[src/rtl/uart_tx.sv]
// uart_tx: LSB-first asynchronous serial transmitter.
// Takes one byte over a VALID/READY handshake and sends it as a
// start / data / optional parity / stop frame on a registered TX line.
module uart_tx #(
    parameter int CLK_DIV   = 434,
    parameter int DATA_BITS = 8,
    parameter int PARITY    = 0,
    parameter int STOP_BITS = 1
) (
    input  logic                 CLK,
    input  logic                 RESET_N,
    input  logic [DATA_BITS-1:0] DATA,
    input  logic                 VALID,
    output logic                 READY,
    output logic                 TX,
    output logic                 DONE
);

    localparam int BAUD_W = $clog2(CLK_DIV);
    localparam int BIT_W  = $clog2(DATA_BITS + 1);

    localparam logic [BAUD_W-1:0] BAUD_LAST  = BAUD_W'(CLK_DIV - 1);
    localparam logic [BIT_W-1:0]  DATA_LAST  = BIT_W'(DATA_BITS - 1);
    localparam logic [BIT_W-1:0]  STOP_LAST  = BIT_W'(STOP_BITS - 1);
    localparam logic              HAS_PARITY = (PARITY != 0);
    localparam logic              PARITY_ODD = (PARITY == 2);

    typedef enum logic [2:0] {
        ST_IDLE,
        ST_START,
        ST_DATA,
        ST_PARITY,
        ST_STOP
    } state_t;

    state_t               state, state_next;
    logic [BAUD_W-1:0]    baud_cnt, baud_cnt_next;
    logic [BIT_W-1:0]     bit_cnt, bit_cnt_next;
    logic [DATA_BITS-1:0] shreg, shreg_next;
    logic                 parity_bit, parity_bit_next;
    logic                 tx_reg, tx_next;
    logic                 done_reg, done_next;
    logic                 baud_end;

    assign baud_end = (baud_cnt == BAUD_LAST);
    assign READY    = (state == ST_IDLE);
    assign TX       = tx_reg;
    assign DONE     = done_reg;

    // State and datapath registers; reset abandons any frame in flight.
    always_ff @(posedge CLK) begin
        if (!RESET_N) begin
            state      <= ST_IDLE;
            baud_cnt   <= '0;
            bit_cnt    <= '0;
            shreg      <= '0;
            parity_bit <= 1'b0;
            tx_reg     <= 1'b1;
            done_reg   <= 1'b0;
        end else begin
            state      <= state_next;
            baud_cnt   <= baud_cnt_next;
            bit_cnt    <= bit_cnt_next;
            shreg      <= shreg_next;
            parity_bit <= parity_bit_next;
            tx_reg     <= tx_next;
            done_reg   <= done_next;
        end
    end

    // Next-state and next-line-level logic; TX is computed one bit ahead
    // so the registered line changes exactly on bit boundaries.
    always_comb begin
        state_next      = state;
        baud_cnt_next   = baud_cnt;
        bit_cnt_next    = bit_cnt;
        shreg_next      = shreg;
        parity_bit_next = parity_bit;
        tx_next         = tx_reg;
        done_next       = 1'b0;

        unique case (state)
            ST_IDLE: begin
                tx_next = 1'b1;
                if (VALID) begin
                    state_next      = ST_START;
                    shreg_next      = DATA;
                    parity_bit_next = (^DATA) ^ PARITY_ODD;
                    baud_cnt_next   = '0;
                    tx_next         = 1'b0;
                end
            end

            ST_START: begin
                if (baud_end) begin
                    baud_cnt_next = '0;
                    bit_cnt_next  = '0;
                    state_next    = ST_DATA;
                    tx_next       = shreg[0];
                end else begin
                    baud_cnt_next = baud_cnt + 1'b1;
                end
            end

            ST_DATA: begin
                if (baud_end) begin
                    baud_cnt_next = '0;
                    shreg_next    = {1'b0, shreg[DATA_BITS-1:1]};
                    if (bit_cnt == DATA_LAST) begin
                        bit_cnt_next = '0;
                        if (HAS_PARITY) begin
                            state_next = ST_PARITY;
                            tx_next    = parity_bit;
                        end else begin
                            state_next = ST_STOP;
                            tx_next    = 1'b1;
                        end
                    end else begin
                        bit_cnt_next = bit_cnt + 1'b1;
                        tx_next      = shreg[1];
                    end
                end else begin
                    baud_cnt_next = baud_cnt + 1'b1;
                end
            end

            ST_PARITY: begin
                if (baud_end) begin
                    baud_cnt_next = '0;
                    bit_cnt_next  = '0;
                    state_next    = ST_STOP;
                    tx_next       = 1'b1;
                end else begin
                    baud_cnt_next = baud_cnt + 1'b1;
                end
            end

            ST_STOP: begin
                tx_next = 1'b1;
                if (baud_end) begin
                    baud_cnt_next = '0;
                    if (bit_cnt == STOP_LAST) begin
                        bit_cnt_next = '0;
                        state_next   = ST_IDLE;
                        done_next    = 1'b1;
                    end else begin
                        bit_cnt_next = bit_cnt + 1'b1;
                    end
                end else begin
                    baud_cnt_next = baud_cnt + 1'b1;
                end
            end

            default: begin
                state_next = ST_IDLE;
                tx_next    = 1'b1;
            end
        endcase
    end

endmodule

[config.mk]
export PLATFORM = sky130hd
export DESIGN_NAME = uart_tx
export DESIGN_NICKNAME = d
export VERILOG_FILES = /design/src/rtl/uart_tx.sv
export SDC_FILE = /design/constraint.sdc
export NUM_CORES = 1
export LEC_CHECK = 0
export CORE_MARGIN = 5
export CORE_UTILIZATION = 25
export CTS_BUF_LIST = sky130_fd_sc_hd__clkbuf_16
export CTS_CLUSTER_DIAMETER = 80
export DETAILED_ROUTE_END_ITERATION = 12
export HOLD_SLACK_MARGIN = 0.03
export PLACE_DENSITY = 0.41
export SKIP_LAST_GASP = 1
export SLEW_MARGIN = 20
export SYNTH_ARGS = -nofsm -noshare
export SYNTH_HDL_FRONTEND = slang
export SYNTH_SLANG_ARGS = --single-unit
[constraint.sdc]
create_clock -name CLK -period 2.46 [get_ports CLK]
set_input_delay 0.738 -clock CLK [delete_from_list [all_inputs] [get_ports CLK]]
set_output_delay 0.738 -clock CLK [all_outputs]
set_load 0.03 [all_outputs]
**After elaboration in Yosys (flattened, before gate mapping)**

Index checks and enable logic that the tools add are counted.

- Bits in registers: 26
- Bits of input ports: 11
- Output and inout bits: 3

- $add $sub $neg: 2
- Eq/ne operators: 14
- Mux-type cells: 27
- Reductions and logical operators: 13

Operators with widths:

| operator | count |
|---|---|
| two-way mux 3 bit | 7 |
| two-way mux 4 bit | 5 |
| two-way mux 9 bit | 2 |
| one-hot mux 9 bit (2 select lines) | 1 |
| two-way mux 8 bit | 2 |
| one-hot mux 8 bit (2 select lines) | 1 |
| one-hot mux 3 bit (5 select lines) | 1 |
| inequality test 2 bit (second input constant) | 7 |
| one-hot mux 4 bit (3 select lines) | 1 |
| adder 9 x 1 -> 9 bit (second input constant) | 1 |
| equality test 9 bit (second input constant) | 1 |
| AND reduction 3 bit | 3 |
| AND reduction 7 bit | 1 |
| equality test 3 x 2 -> 1 bit (second input constant) | 2 |
| two-way mux 1 bit | 6 |
| adder 4 x 1 -> 4 bit (second input constant) | 1 |
| equality test 4 x 3 -> 1 bit (second input constant) | 1 |
| zero test 4 bit | 1 |
| one-hot mux 1 bit (4 select lines) | 1 |
| AND reduction 4 bit | 1 |
| nonzero test 2 bit | 2 |
| OR reduction 4 bit | 1 |
| equality test 3 x 1 -> 1 bit (second input constant) | 1 |
| equality test 3 bit (second input constant) | 1 |
| other kinds (5) | 5 |

**Longest topological paths before layout**

- Depth after elaboration: 4
- Depth in mapped cells: 7

**Worst setup path before layout**

No wires, ideal clock.

- Path kind: register to register
- Start point: register state[1]
- End point: register state[1]
- Setup time: 0.072 ns
- Data arrival time: 2.039 ns
- Path slack: 0.349 ns
- Cell stages (with the launch flop): 5
- Path buffers: 0
- Clock period less this slack: 2.111 ns
- Path through: dfxtp_1 nor3_1 nor2_1 a211oi_2 mux2i_1

- Cells in the longest elaborated chain, start to end: 3
- Elaborated cells between the ends (all ways): 14

RTL lines:

| item | line | text |
|---|---|---|
| start: declaration | 36 | `state_t state, state_next;` |
| start signal: assignment | 61 | `state <= state_next;` |
| zero test 3 bit (*) | n/a |  |
| named net READY | 14 | `output logic READY,` |
| inequality test 2 bit (no line) | n/a |  |
| AND reduction 7 bit (no line) | n/a |  |

The timed path passes the listed nets; every way through them passes the cells marked *.
A chain may end at the register's enable or synchronous reset.

**Worst setup path after layout**

- Start point: input port VALID
- End point: register baud_cnt[5]

- Cells in the longest elaborated chain, start to end: 2

RTL lines:

| item | line | text |
|---|---|---|
| start: declaration | 13 | `input logic VALID,` |
| inequality test 2 bit (no line) | n/a |  |
| AND reduction 2 bit (no line) | n/a |  |
| end signal: assignment | 62 | `baud_cnt <= baud_cnt_next;` |
| end: declaration | 37 | `logic [BAUD_W-1:0] baud_cnt, baud_cnt_next;` |

No other way between the ends.

==> key figures <==
Outcome
  – Status: finished clean

Yosys
  – Commonest cells in the netlist: 27 x nand2_1, 26 x dfxtp_1, 15 x nor2_1, 9 x mux2i_1, 8 x clkbuf_1
  – Synth Warn #: 0
  – Top FF cell, synth: dfxtp_1
  – Largest area contributor in the netlist: dfxtp_1
  – Flops & latches, synth: 26
  – Post-Syn Area: approximately 0.0015 mm²
  – Post-synth ARST share: 0%
  – Synth area leaders: dfxtp_1 34%, nand2_1 6.7%, mux2i_1 5.9%
  – Syn Nets: 195
  – Post-synth cell types: 48
  – Synth top area share: 34.18%
  – EDFF count, synth: 0
  – Syn_area_per_cell: 8.460 µm²
  – Sequential element share of the synthesized area: 34.18%
  – Count leader, synth: nand2_1
  – Post-synthesis cell count: between 150 and 200

STA
  – Skew final: 0.005186 ns
  – Rel. slew slack: ~60%
  – Shortest period the worst path allows: 2.272 ns
  – Worst slew pin tran: 0.6001 ns
  – Hold Violations, Final: 0
  – Unrepaired setup endpoints after global routing: false
  – Final Max Tran Viols: 0
  – Fmax: 0.4401 GHz
  – Final Cycle Share: 92.36%
  – Smallest hold slack: 0.4629 ns
  – Final setup viols: 0

Clock tree
  – Num CTS Buffers: 3
  – Root Driver: clkbuf_16
  – Max H-tree Level: 1
  – Cts hold-fix bufs: 0
  – Max Root-Sink Buffers: 2
  – # clock sinks: 26
  – CTS-repair resized insts: 0
  – CTS tree: yes
  – # Post-CTS Setup Buffers: 0
  – Skew-Pair Late Insertion Delay: 0.26 ns
  – Reg clk slew, reported paths: approximately 0.070 ns

Floorplanning
  – Die footprint: between 0.007 and 0.008 mm²
  – Core ar.: between 0.005 and 0.006 mm²
  – IO Pins: 14
  – Rows: 28
  – Die X: 88.05 µm
  – Die height: a little under 90 µm
  – Starting Density: 25.72%

Setup path
  – CP cell instances: clkdlybuf4s50_1 > nor4_2 > or4b_4 > or4b_1 > o211ai_1
  – Critical Path Sink Type: flop
  – CP max FO: 3
  – Worst EP arrival: roughly 2.5 ns
  – Critical path buffer and inverter count: 1
  – Critical path's slowest cell: clkdlybuf4s50_1
  – Crit path largest cell delay: 0.52 ns
  – Top cell family by delay on the critical path: simple AND/OR/NAND/NOR gates
  – Type of origin of the critical path: input port
  – Crit Path Category: in -> reg
  – Required @ worst endpoint: 2.64 ns

Routing
  – DR WL/cell: roughly 14 µm
  – Remaining antenna violation count after routing: 0
  – DRT iter0 DRCs: 49
  – Routed WL: 3691 µm
  – Vias: roughly 1400
  – DRC: 0
  – Pre-antenna DRT Iters: 4
  – DR vias/cell: 4.978

Global routing
  – Grt ovf: 0
  – Largest net degree at the start of global routing: 30
  – Number of global-route vias before repair: between 1000 and 1500
  – Initial antenna violation count: 0
  – First-pass GRT wire length: 6513 µm
  – GRT Resource Usage Total: 10.54%

Power
  – Pwr dens: 721.5 mW/mm²
  – Peak VDD IR: 0.2246 mV
  – Leakage power: about 0.66 nW

Flow run
  – Maxcap violations: 0

Hold path
  – Worst hold path type: reg -> reg

Final layout
  – Final core occ: 31.87%
  – Share of layout cells above drive strength 1: 15.74%
  – Design Area, Final: 0.001887 mm²
  – Nets: around 210
  – ANT cells: 0
  – Layout area overhead: 23.91%

Placed design
  – HPWL Detailed: 2803 µm
  – RePlAce Congestion: about 0.74
  – Post-DP Area: 0.001782 mm²
  – Port Buffers: 13
==> worst paths after layout <==
path / from / to / slack [ns] / cells past startpoint
worst min-delay path: shreg[3] / shreg[3] / 0.46 / 2
worst min register to register: shreg[3] / shreg[3] / 0.46 / 2
worst max register to register: state[1] / baud_cnt[5] / 0.49 / 4
worst max-delay path: VALID / baud_cnt[5] / 0.19 / 5
==> power by group <==
part / leakage [nW] / total, mW / internal (mW) / switching [mW]
sequential: 0.212 / 0.493 / 0.462 / 0.0305
combinational: 0.394 / 0.386 / 0.181 / 0.204
clock: 0.0511 / 0.483 / 0.324 / 0.159
total: 0.657 / 1.36 / 0.968 / 0.394
==> tightest hold or removal path: cells and delay by family (launching register included) <==
| family | cells | cell delay, ns |
|---|---|---|
| simple gates | 1 | 0.05 |
| mux | 1 | 0.05 |
| flops | 1 | 0.31 |
==> layout make-up <==
type	instances	area, µm²
Fill cell	619	4034
Multi-Input combinational cell	138	938.4
Sequential cell	26	520.5
Timing Repair Buffer	24	210.2
Tap cell	75	93.84
Clock buffer	3	75.07
Clock inverter	1	30.03
Inverter	5	18.77
==> layout by cell type, fill, tap and decap left out, types with 4 or more instances in the layout <==
cell             synthesis  routed
nand2_1                 27      27
dfxtp_1                 26      26
nor2_1                  15      15
clkdlybuf4s50_1          0      12
buf_4                    0      12
mux2i_1                  9       9
nor3_1                   7       7
mux2_2                   7       7
nand3_1                  6       6
o21ai_0                  6       6
inv_1                    5       5
xnor2_1                  5       5
nor3b_1                  4       4
o211ai_1                 4       4
ha_1                     4       4
==> flip-flops by register name, indices dropped and copies added, names as in the netlist <==
register	cells
TX	1
baud_cnt	9
DONE	1
state	3
bit_cnt	4
shreg	8
==> per-stage QoR <==
stage | std cells | TNS [ns] | total power [mW] | worst slack, ns
2_1_floorplan | 180 | 0 | 0.7582 | 0.3493
3_3_place_gp | 268 | -0.03795 | 0.8810 | -0.02940
3_5_place_dp | 268 | -0.3417 | 0.8897 | -0.09966
4_1_cts | 272 | 0 | 1.382 | 0.1819
5_1_grt | 272 | 0 | 1.445 | 0.08901
6_report | 272 | 0 | 1.361 | 0.1880
==> kinds of logic after synthesis <==
group	count (synthesis)	synth area share, %
muxes	16	11.09
AOI/OAI and AO/OA	28	13.31
xor gates and xnor gates	5	2.876
DFF	26	34.18
and+or+nand+nor	85	31.06
adders and majority gates	4	3.287
buffers and inverters	16	4.191
==> routing by layer <==
layer | vias up | global-route usage (%) | part of all wire, %
li1 | 682 | - | -
met1 | 645 | 13.42 | 47
met2 | 25 | 17.05 | 47
met3 | 2 | 3.293 | 5.0
met4 | 0 | 3.297 | 0.46
met5 | - | 0 | 0
Note: power is estimated with default switching activity, not from simulation.
